## config.mk

```make
export PLATFORM = sky130hd
export DESIGN_NAME = regfile_wb_arbiter
export DESIGN_NICKNAME = d
export VERILOG_FILES = /design/src/rtl/regfile_wb_arbiter_pkg.sv /design/src/rtl/regfile_wb_arbiter_scoreboard.sv /design/src/rtl/regfile_wb_arbiter.sv
export SDC_FILE = /design/constraint.sdc
export NUM_CORES = 1
export LEC_CHECK = 0
export ABC_AREA = 1
export BUFFER_PORTS_ARGS = -buffer_cell sky130_fd_sc_hd__buf_2
export CAP_MARGIN = 20
export CORE_ASPECT_RATIO = 1.75
export CORE_UTILIZATION = 38
export CTS_BUF_LIST = sky130_fd_sc_hd__clkbuf_4 sky130_fd_sc_hd__clkbuf_8 sky130_fd_sc_hd__clkbuf_16
export CTS_CLUSTER_DIAMETER = 200
export DETAILED_ROUTE_END_ITERATION = 8
export PLACE_DENSITY = 0.75
export SYNTH_ARGS = -nofsm -noshare
export SYNTH_HDL_FRONTEND = slang
export SYNTH_SLANG_ARGS = --single-unit
```

## constraint.sdc

```tcl
create_clock -name clk -period 2.7 [get_ports clk]
set_input_delay 0.135 -clock clk [delete_from_list [all_inputs] [get_ports clk]]
set_output_delay 0.135 -clock clk [all_outputs]
set_load 0.005 [all_outputs]
```

## src/rtl/regfile_wb_arbiter_pkg.sv

```systemverilog
// Shared core definitions for the writeback arbiter: widths, requester indices and round-robin pick.
// Used by regfile_wb_arbiter and wb_scoreboard (optional block enabled by REGFILE_SCOREBOARD_EN).
package regfile_wb_arbiter_pkg;

    localparam int DATA_WIDTH_DEF = 32;
    localparam int ADDR_WIDTH_DEF = 5;

    localparam int unsigned NUM_REQ = 3;
    localparam int unsigned REQ_ALU = 0;
    localparam int unsigned REQ_MEM = 1;
    localparam int unsigned REQ_MUL = 2;

    typedef logic [1:0] req_idx_t;

    typedef struct packed {
        logic     hit;
        req_idx_t idx;
    } grant_t;

    // Search starts one past the last winner and wraps modulo NUM_REQ.
    function automatic grant_t rr_pick(input logic [NUM_REQ-1:0] valid, input req_idx_t ptr);
        grant_t   g;
        req_idx_t cand;
        g.hit = 1'b0;
        g.idx = ptr;
        for (int unsigned k = 1; k <= NUM_REQ; k++) begin
            cand = req_idx_t'((32'(ptr) + k) % NUM_REQ);
            if (!g.hit && valid[cand]) begin
                g.hit = 1'b1;
                g.idx = cand;
            end
        end
        return g;
    endfunction

endpackage

```

## src/rtl/regfile_wb_arbiter_scoreboard.sv

```systemverilog
// wb_scoreboard: per-register busy bits set on issue, cleared on a presented writeback.
// Instantiated by regfile_wb_arbiter only when REGFILE_SCOREBOARD_EN is defined.
module wb_scoreboard
    import regfile_wb_arbiter_pkg::*;
#(
    parameter int ADDR_WIDTH = ADDR_WIDTH_DEF
) (
    input  logic                  clk,
    input  logic                  rst,
    input  logic                  set_en,
    input  logic [ADDR_WIDTH-1:0] set_addr,
    input  logic                  clr_en,
    input  logic [ADDR_WIDTH-1:0] clr_addr,
    input  logic [ADDR_WIDTH-1:0] chk_addr1,
    input  logic [ADDR_WIDTH-1:0] chk_addr2,
    output logic                  hazard1,
    output logic                  hazard2
);

    localparam int NUM_REGS = 1 << ADDR_WIDTH;

    logic [NUM_REGS-1:0] busy;
    logic [NUM_REGS-1:0] busy_next;

    // Clear is applied first so a same-cycle set on the same register wins.
    always_comb begin
        busy_next = busy;
        if (clr_en) begin
            busy_next[clr_addr] = 1'b0;
        end
        if (set_en) begin
            busy_next[set_addr] = 1'b1;
        end
        busy_next[0] = 1'b0;
    end

    always_ff @(posedge clk) begin
        if (rst) begin
            busy <= '0;
        end else begin
            busy <= busy_next;
        end
    end

    assign hazard1 = busy[chk_addr1];
    assign hazard2 = busy[chk_addr2];

endmodule

```

## src/rtl/regfile_wb_arbiter.sv

```systemverilog
// Three-way round-robin writeback arbiter driving a registered register-file write port.
// Define REGFILE_SCOREBOARD_EN to build the busy-register scoreboard; otherwise hazards read 0.
module regfile_wb_arbiter
    import regfile_wb_arbiter_pkg::*;
#(
    parameter int DATA_WIDTH = DATA_WIDTH_DEF,
    parameter int ADDR_WIDTH = ADDR_WIDTH_DEF
) (
    input  logic                          clk,
    input  logic                          rst,
    input  logic [NUM_REQ-1:0]            req_valid,
    input  logic [NUM_REQ*ADDR_WIDTH-1:0] req_addr,
    input  logic [NUM_REQ*DATA_WIDTH-1:0] req_data,
    output logic [NUM_REQ-1:0]            req_ready,
    output logic                          rf_wen,
    output logic [ADDR_WIDTH-1:0]         rf_waddr,
    output logic [DATA_WIDTH-1:0]         rf_wdata,
    input  logic                          issue_valid,
    input  logic [ADDR_WIDTH-1:0]         issue_addr,
    input  logic [ADDR_WIDTH-1:0]         chk_addr1,
    input  logic [ADDR_WIDTH-1:0]         chk_addr2,
    output logic                          hazard1,
    output logic                          hazard2
);

    localparam req_idx_t PTR_RESET = req_idx_t'(REQ_MUL);

    req_idx_t              ptr;
    grant_t                grant;
    logic                  xfer;
    logic [ADDR_WIDTH-1:0] sel_addr;
    logic [DATA_WIDTH-1:0] sel_data;

    always_comb begin
        grant     = rr_pick(req_valid, ptr);
        req_ready = '0;
        if (!rst && grant.hit) begin
            req_ready[grant.idx] = 1'b1;
        end
    end

    assign xfer     = |req_ready;
    assign sel_addr = req_addr[grant.idx*ADDR_WIDTH +: ADDR_WIDTH];
    assign sel_data = req_data[grant.idx*DATA_WIDTH +: DATA_WIDTH];

    // Writes to register 0 are accepted and rotate priority but never reach the port.
    always_ff @(posedge clk) begin
        if (rst) begin
            ptr      <= PTR_RESET;
            rf_wen   <= 1'b0;
            rf_waddr <= '0;
            rf_wdata <= '0;
        end else if (xfer) begin
            ptr    <= grant.idx;
            rf_wen <= (sel_addr != '0);
            if (sel_addr != '0) begin
                rf_waddr <= sel_addr;
                rf_wdata <= sel_data;
            end
        end else begin
            rf_wen <= 1'b0;
        end
    end

`ifdef REGFILE_SCOREBOARD_EN
    wb_scoreboard #(
        .ADDR_WIDTH (ADDR_WIDTH)
    ) u_scoreboard (
        .clk       (clk),
        .rst       (rst),
        .set_en    (issue_valid),
        .set_addr  (issue_addr),
        .clr_en    (rf_wen),
        .clr_addr  (rf_waddr),
        .chk_addr1 (chk_addr1),
        .chk_addr2 (chk_addr2),
        .hazard1   (hazard1),
        .hazard2   (hazard2)
    );
`else
    logic unused_sb_inputs;
    assign unused_sb_inputs = ^{issue_valid, issue_addr, chk_addr1, chk_addr2};
    assign hazard1 = 1'b0;
    assign hazard2 = 1'b0;
`endif

endmodule
```

==> metrics.txt, run 1 <==
Setup Crit Path Kind flip-flop to flip-flop; total grt overflow 0; Max stage delay on crit path approximately 0.33 ns; CTS H-Tree Depth 2; setup slack, reg-to-reg roughly 0.15 ns; I/O pin count 175; #FFs+latches synth 40; HP Class primary input to flip-flop; clk root buf clkbuf_16; Crit-path slowest cell dfxtp_2; Mapped Cells 470; core area 7515 um2; synth warn 0; Initial DRC Count 215; outcome finished clean; GR Util All Layers 0.2600; CTS sink count 40; Final #Nets slightly below 800; fin util 0.6004; Reg2Reg Launch Point ptr[0]$_SDFFE_PP0P_; syn_area_per_cell 6.235 um2; cell chain of the critical path buf_4 -> ha_4 -> inv_2 -> nor2_1 -> o21ai_2 -> nand3_4 -> nand3_4 -> buf_4 -> nand3b_1 -> nand3_1 -> nand2_2 -> nor2_4 -> nand3_4 -> nand2_4 -> inv_8 -> clkbuf_16 -> nor2_1 -> nor2_1; Skew-Pair Late Insertion Delay 0.28 ns; CTS tree done; final worst path period need 2.553 ns; post-DR vias/cell around 5.1; Post-DP HPWL 7655 um; # setup viols final 0; Routed Antenna Nets 0; Post-synth ARST share 0; first-pass GRT wire length approximately 16000 um; CP Capture Type flip-flop; mapped cell area 2930 um2; Netlist cell types 26; type of origin of the critical path flip-flop; DRC 0; Buf+Inv Stages, Crit Path 5; final wirelength around 10000 um; synth-to-layout area growth 53.97%; number of port buffers 156; WP data required 2.88 ns; Worst-path clk slew about 0.060 ns; vias in the first global route between 3000 and 4000; hold wc startpoint rst; cts bufs inserted 5; Post-synth EDFFs 0; Die Height 118.2 um; diode count 0; drt first pass iters 4; routability cong. 0.8911; final hold vios 0; Die ar. 8080 um2; cell family with most CP delay simple AND/OR/NAND/NOR gates; Register Area 805.8 um2; Final Max Tran Viols 0; smallest hold slack between 0.09 and 0.1 ns; FILL cells 726; max cap viols 0; die width 68.38 um; share of layout cells above drive strength 1 0.4397; Levels on crit path 18; maximum clock rate 391.6 MHz; Initial Utilization 0.3899; DR vias between 3000 and 4000; arrival time at the worst endpoint 2.73 ns; WHS Endpoint rf_waddr[2]$_SDFFE_PP0P_; Rows 42; final worst-path cycle share 0.9457; RSZ-0062 raised after global routing yes; Avg WL per Cell 13.67 um; Hold Path Stages 2; Fin Clk Skew 0.008560 ns; CTS Hold Bufs 0; Reg2Reg Capture Point rf_wdata[5]$_SDFFE_PP0P_; Crit Path Max Fanout 7; Top FF cell, synth dfxtp_1; Multi-input gate area a little over 2000 um2; clk buf depth 2; antenna violations before repair 0; largest net degree at the start of global routing 37; post-synthesis sequential area ratio 0.2733; reg2reg path depth 18
==> registers in the layout (all words and copies together) (netlist names) <==
name	count
ptr	2
rf_wdata	32
rf_waddr	5
rf_wen	1
==> metal layers <==
metal	part of all wire	track usage	vias up	routed length [um]
li1	-	-	1908	-
met1	0.39	0.2908	1735	3918
met2	0.54	0.4608	146	5533
met3	0.042	0.03668	25	426
met4	0.027	0.1133	0	276
met5	0	0	-	0
==> cell type report <==
class,count,area share
Clock buffer,6,0.03078
Clock inverter,2,0.008597
Inverter,27,0.02468
Multi-Input combinational cell,371,0.4490
Sequential cell,40,0.1786
Tap cell,88,0.02440
Timing Repair Buffer,209,0.2840
==> logic make-up after synthesis <==
| group | after synthesis | synth area share |
|---|---|---|
| other | 1 | 0.001280 |
| buffers and inverters | 60 | 0.1008 |
| adders and majority gates | 4 | 0.01708 |
| DFF | 40 | 0.2733 |
| and+or+nand+nor | 290 | 0.4769 |
| AOI/OAI and AO/OA | 75 | 0.1307 |
==> placed cells by master (no fill, tap or decap) <==
master	count
nand2_2	9
nand2_1	59
nand3b_1	36
inv_8	1
inv_1	15
dfxtp_4	1
nor2_2	28
buf_6	6
o21ai_4	1
ha_4	2
nand2_4	4
buf_2	156
inv_2	10
dfxtp_2	1
nor2_1	82
inv_4	1
nor2_4	4
a31oi_1	1
dfxtp_1	38
conb_1	2
bufinv_16	1
a21oi_1	2
clkbuf_16	7
buf_12	3
clkinv_4	1
o21ai_1	5
nand3_2	2
nor3_1	1
nand2_8	1
clkbuf_8	1
buf_4	41
ha_1	2
nand3_1	59
o21ai_0	64
o211ai_1	1
o21ai_2	1
nand3_4	5
buf_8	1
==> repair_timing <==
item,CTS,global route
hold endpoints to repair,0,0
endpoints found under the setup margin,39,41
pin swaps,2,15
buffers inserted,3,3
gates cloned,0,2
resized for setup,8,55
==> per-stage QoR <==
step           worst slack (ns)  TNS, ns  instance area (um2)  cells
6_report                 0.1467        0                 4512    743
4_1_cts                 0.02651        0                 4250    738
3_5_place_dp            -0.1153   -3.580                 4013    727
2_1_floorplan           0.03507        0                 2934    471
5_1_grt                -0.03972  -0.6379                 4512    743
3_3_place_gp           -0.06182   -1.283                 4013    727
==> how the worst max path moves through the flow <==
| stage | to | startpoint | slack [ns] |
|---|---|---|---|
| 2_1_floorplan | rf_waddr[0]$_SDFFE_PP0P_ | ptr[0]$_SDFFE_PP0P_ | 0.04 |
| 3_3_place_gp | rf_wdata[22]$_SDFFE_PP0P_ | ptr[0]$_SDFFE_PP0P_ | -0.06 |
| 3_5_place_dp | rf_waddr[1]$_SDFFE_PP0P_ | ptr[0]$_SDFFE_PP0P_ | -0.12 |
| 4_1_cts | rf_wdata[22]$_SDFFE_PP0P_ | ptr[0]$_SDFFE_PP0P_ | 0.03 |
| 5_1_grt | rf_wdata[22]$_SDFFE_PP0P_ | ptr[0]$_SDFFE_PP0P_ | -0.04 |
| 6_report | rf_wdata[5]$_SDFFE_PP0P_ | ptr[0]$_SDFFE_PP0P_ | 0.15 |
==> worst reg2reg max path, cell delays in order, from the launching register on <==
cell       delay [ns]
dfxtp_2          0.33
buf_4            0.15
ha_4             0.18
inv_2            0.08
nor2_1           0.06
o21ai_2          0.23
nand3_4          0.18
nand3_4          0.12
buf_4            0.13
nand3b_1         0.08
nand3_1          0.11
nand2_2          0.08
nor2_4           0.13
nand3_4          0.11
nand2_4          0.12
inv_8            0.06
clkbuf_16        0.15
nor2_1           0.09
nor2_1           0.05
==> synth_stat cells, types with 4 or more instances <==
library cell | n | area [um2]
nand3_1 | 62 | 310.3
nand3b_1 | 36 | 270.3
inv_2 | 9 | 33.78
nor2_2 | 16 | 100.1
inv_1 | 17 | 63.81
buf_6 | 5 | 56.30
nor2_1 | 98 | 367.9
ha_1 | 4 | 50.05
nand2_1 | 68 | 255.2
dfxtp_1 | 40 | 800.8
buf_4 | 6 | 45.04
o21ai_0 | 67 | 335.3
buf_2 | 6 | 30.03
clkbuf_1 | 16 | 60.06
Power of run 1 is not shown: default switching activity piles up to over one toggle a cycle in this logic, so the estimate is an artifact.
==> run 2: changes to the inputs <==
==> constraint.sdc (replaced) <==
create_clock -name clk -period 2.7 [get_ports clk]
set_input_delay 0.405 -clock clk [delete_from_list [all_inputs] [get_ports clk]]
set_output_delay 0.405 -clock clk [all_outputs]
set_load 0.005 [all_outputs]
==> run 2 against run 1 <==
  * Final cell count rose by 0.94%
  * Via count fell by 0.18%
  * Worst hold slack improved by 0.26 ns
  * Global-route usage fell by 0.13 points
  * Clock-buffer cell count did not move
  * Utilization fell by 0.10 points
  * Largest cell class unchanged
  * First-iteration DRC count fell by 3.3%
==> metrics.txt, run 2 (synthesis results as in run 1) <==
first-pass GRT wire length approximately 16000 um; clk buf depth 2; Final Max Tran Viols 0; cts bufs inserted 5; setup slack at placement -0.1940 ns; Routed Antenna Nets 0; Crit Path Max Fanout 6; maximum clock rate 381.7 MHz; registers with the most flip-flops rf_wdata x32, rf_waddr x5, ptr x2; most common cell after layout, fill and taps aside buf_2; Fin Clk Skew 0.004611 ns; Rows 42; synth-to-layout area growth 53.71%; CTS tree done; number of port buffers 156; Initial DRC Count about 210; antenna violations before repair 0; share of layout cells above drive strength 1 0.4486; outcome finished clean; final hold vios 0; clk root buf clkbuf_16; placed instance area 4023 um2; Skew-Pair Late Insertion Delay about 0.28 ns; I/O pin count 175; WP data required approximately 2.3 ns; Hold Path Stages 2; Setup Crit Path Kind flip-flop to primary output; routability cong. approximately 0.93; drt first pass iters 4; largest net degree at the start of global routing 37; largest reg by FF count rf_wdata; Post-DP HPWL 7564 um; DR vias 3807; die width 68.38 um; final worst path period need 2.620 ns; Die ar. 8080 um2; diode count 0; final wirelength 10200 um; DRC 0; # setup viols final 0; Initial Utilization 0.3899; arrival time at the worst endpoint 2.21 ns; Final #Nets roughly 800; most frequent cells in the layout buf_2 (156), nor2_1 (87), o21ai_0 (63); reg2reg path depth 20; setup slack, reg-to-reg 0.12 ns; smallest hold slack 0.3507 ns; Crit path top cell by count buf_4; CTS sink count 40; Avg WL per Cell 13.60 um; vias in the first global route 3678; max cap viols 0; final worst-path cycle share 0.9704; Crit-path slowest cell dfxtp_2; CTS Hold Bufs 0; Die Height between 100 and 150 um; Worst-path clk slew ~0.06 ns; Largest register FFs 32; total grt overflow 0; cell chain of the critical path inv_2 -> ha_4 -> o21ai_1 -> buf_4 -> nand2_4 -> buf_4 -> nand2_2 -> buf_4 -> o21ai_2 -> nor2_2 -> inv_2 -> nor2_4 -> buf_4 -> buf_2; CTS H-Tree Depth 2; setup_tns 0 ns; post-route setup slack 0.08005 ns; post-DR vias/cell 5.076; design area around 4500 um2; core area 7515 um2; GR Util All Layers 0.2586; CP Capture Type primary output; Max stage delay on crit path 0.33 ns; HP Class primary input to flip-flop; type of origin of the critical path flip-flop
run 2: changes by cell type in the layout (fill, tap and decap cells not counted), sizes merged:
cell | before | now
buf | 207 | 215
clkbuf | 8 | 7
run 2: what timing repair did:
action / CTS / global route
endpoints found under the setup margin: 42 / 41
pin swaps: 3 / 20
gates resized for setup: 13 / 46
setup buffers: 7 / 4
gates cloned: 0 / 1
run 2: metal layers:
metal	wire [um]	up-vias	track usage	share of wire
li1	-	1920	-	-
met1	4010	1734	0.2925	0.39
met2	5412	119	0.4540	0.53
met3	392	34	0.02799	0.038
met4	388	0	0.1263	0.038
met5	0	-	0	0
run 2: worst paths after layout:
kind	from	end
max	ptr[0]$_SDFFE_PP0P_	req_ready[0]
min	rst	rf_waddr[3]$_SDFFE_PP0P_
max reg2reg	ptr[0]$_SDFFE_PP0P_	rf_waddr[0]$_SDFFE_PP0P_
min reg2reg	rf_wdata[21]$_SDFFE_PP0P_	rf_wdata[21]$_SDFFE_PP0P_
run 2: critical path: cells and delay by family (launching register included):
family	cells	cell delay (ns)
compound gates	2	0.24
fa+ha+maj	1	0.30
buf+inv	7	0.80
flops	1	0.33
simple gates	4	0.27
run 2: area by class of cell:
cell class,instances,area (um2)
fill,754,3010
multi-input combinational,371,2022
timing repair buffer,216,1292
sequential,40,805.8
clock buffer,6,132.6
tap,88,110.1
inverter,27,106.4
clock inverter,2,35.03
run 2: through the flow:
| stage | utilization | instances |
|---|---|---|
| 4_1_cts | 0.5716 | 745 |
| 6_report | 0.5994 | 750 |
| 2_1_floorplan | - | 471 |
| 3_3_place_gp | 0.5353 | 730 |
| 5_1_grt | 0.5994 | 750 |
| 3_5_place_dp | 0.5353 | 730 |
Power of run 2 is left out for the same reason.
==> run 3: changes to the inputs <==
--- a/config.mk
+++ b/config.mk
@@ -9,11 +9,11 @@
 export BUFFER_PORTS_ARGS = -buffer_cell sky130_fd_sc_hd__buf_2
 export CAP_MARGIN = 20
 export CORE_ASPECT_RATIO = 1.75
-export CORE_UTILIZATION = 38
+export CORE_UTILIZATION = 40
 export CTS_BUF_LIST = sky130_fd_sc_hd__clkbuf_4 sky130_fd_sc_hd__clkbuf_8 sky130_fd_sc_hd__clkbuf_16
 export CTS_CLUSTER_DIAMETER = 200
 export DETAILED_ROUTE_END_ITERATION = 8
-export PLACE_DENSITY = 0.75
+export PLACE_DENSITY = 0.79
 export SYNTH_ARGS = -nofsm -noshare
 export SYNTH_HDL_FRONTEND = slang
 export SYNTH_SLANG_ARGS = --single-unit
==> run 3 against run 2 <==
  * Setup slack got worse by 0.013 ns
  * Flip-flop and latch count did not move
  * Register-to-register slack lost 0.05 ns
  * Global-route usage decreased by 1.5 points
  * Critical path depth rose by 6
==> metrics.txt, run 3 (synthesis results as in run 1) <==
maximum clock rate 379.7 MHz; I/O pin count 175; share of layout cells above drive strength 1 0.4497; vias in the first global route 3371; Initial DRC Count between 200 and 250; setup slack, reg-to-reg 0.07 ns; core area around 7000 um2; largest net degree at the start of global routing 37; HP Class primary input to flip-flop; antenna violations before repair 0; CTS tree done; CP Capture Type flip-flop; RSZ-0062 raised after global routing yes; CTS sink count 40; total grt overflow 0; CTS H-Tree Depth 2; post-route setup slack 0.06660 ns; hold wc startpoint rst; Most Crowded Layer GR met2; Die ar. between 7000 and 8000 um2; Reg2Reg Capture Point rf_waddr[1]$_SDFFE_PP0P_; Rows 40; DR vias 3828; first-pass GRT wire length 14500 um; final worst path period need 2.633 ns; most frequent cells in the layout buf_2 (155), nor2_1 (85), o21ai_0 (65); Worst-path clk slew 0.06 ns; Crit Path Max Fanout 5; GR Util All Layers 0.2437; diode count 0; final worst-path cycle share 0.9753; max cap viols 0; clk root buf clkbuf_16; WHS Endpoint ptr[0]$_SDFFE_PP0P_; largest reg by FF count rf_wdata; WP data required around 2.9 ns; Skew-Pair Late Insertion Delay 0.28 ns; Setup Crit Path Kind flip-flop to flip-flop; number of port buffers between 150 and 200; Avg WL per Cell roughly 14 um; DRC 0; outcome finished clean; cts bufs inserted 5; # setup viols final 0; Hold Path Stages 2; GRT met3 Usage 0.02381; Final #Nets 791; Final Max Tran Viols 0; Post-DP HPWL 7238 um; Initial Utilization 0.4212; routability cong. a little under 0.9; fin util 0.6491; setup slack at placement -0.1599 ns; arrival time at the worst endpoint around 2.8 ns; most common cell after layout, fill and taps aside buf_2; GR Util met2 0.4532; clk buf depth 2; Reg2Reg Launch Point ptr[1]$_SDFFE_PP1P_; drt first pass iters 5; smallest hold slack 0.3479 ns; final hold vios 0; Largest register FFs 32; post-DR vias/cell 5.173; registers with the most flip-flops rf_wdata x32, rf_waddr x5, ptr x2; Fin Clk Skew 0.005936 ns; reg2reg path depth 20; Routed Antenna Nets 0; Die Height 115.2 um; synth-to-layout area growth 54.10%; type of origin of the critical path flip-flop; die width 66.70 um; final wirelength 10190 um; GRT met1 Usage 0.2659
## run 3: changes by cell type in the layout (fill, tap and decap cells not counted), moves of 2 or more
cell	previous run	this run
nand2_4	3	5
nand3_2	6	3
buf_4	52	44
o21ai_1	4	2
nand2_1	59	56
buf_12	2	4
nor2_1	87	85
nand3_4	4	7
o21ai_0	63	65
nor2_2	22	25
## run 3: worst max path at each step
stage                             start                        end  slack (ns)  cells past startpoint
finish              ptr[1]$_SDFFE_PP1P_   rf_waddr[1]$_SDFFE_PP0P_        0.07                     20
CTS                 ptr[0]$_SDFFE_PP0P_               req_ready[2]      0.0001                     15
detailed placement  ptr[0]$_SDFFE_PP0P_  rf_wdata[29]$_SDFFE_PP0P_       -0.16                     19
floorplan           ptr[0]$_SDFFE_PP0P_   rf_waddr[0]$_SDFFE_PP0P_        0.04                     18
global placement    ptr[0]$_SDFFE_PP0P_  rf_wdata[21]$_SDFFE_PP0P_       -0.11                     20
global route        ptr[0]$_SDFFE_PP0P_  rf_wdata[21]$_SDFFE_PP0P_       -0.08                     20
## run 3: layout make-up
| type | count | area [um2] |
|---|---|---|
| Timing Repair Buffer | 210 | 1279 |
| Fill cell | 633 | 2441 |
| Sequential cell | 40 | 805.8 |
| Tap cell | 84 | 105.1 |
| Clock inverter | 3 | 18.77 |
| Inverter | 27 | 106.4 |
| Multi-Input combinational cell | 371 | 2076 |
| Clock buffer | 5 | 125.1 |
## run 3: critical path, stage by stage, from the launching register on
cell and delay, ns:
dfxtp_4 0.37, inv_2 0.05, buf_4 0.13, ha_1 0.17, inv_1 0.09, nand3_1 0.09
o21ai_2 0.10, nand3_4 0.13, buf_6 0.15, nand3_4 0.08, o21ai_4 0.08, buf_4 0.16
nand3_1 0.11, nand2_2 0.09, nor2_4 0.12, nand3_4 0.12, nand2_4 0.11, inv_4 0.05
buf_4 0.15, nor2_1 0.09, nor2_1 0.05
## run 3: metal layers
metal / up-vias / wire (um)
met5: - / 0
met4: 0 / 333
met3: 28 / 425
met2: 149 / 5603
met1: 1737 / 3823
li1: 1914 / -
## run 3: repair_timing
action / 4_1_cts / 5_1_grt
cloned: 0 / 1
hold buffers: 0 / 0
resized for setup: 20 / 52
endpoints found under the setup margin: 40 / 41
pin swaps: 6 / 17
buffers inserted: 7 / 6
## run 3: per-stage QoR
step / cell area (um2) / setup TNS [ns] / std cells
after CTS: 4269 / 0 / 735
after detailed placement: 3985 / -4.787 / 720
after global routing: 4516 / -1.996 / 740
after floorplan: 2934 / 0 / 471
final: 4516 / 0 / 740
after global placement: 3985 / -3.446 / 720
Power of run 3 is left out for the same reason.
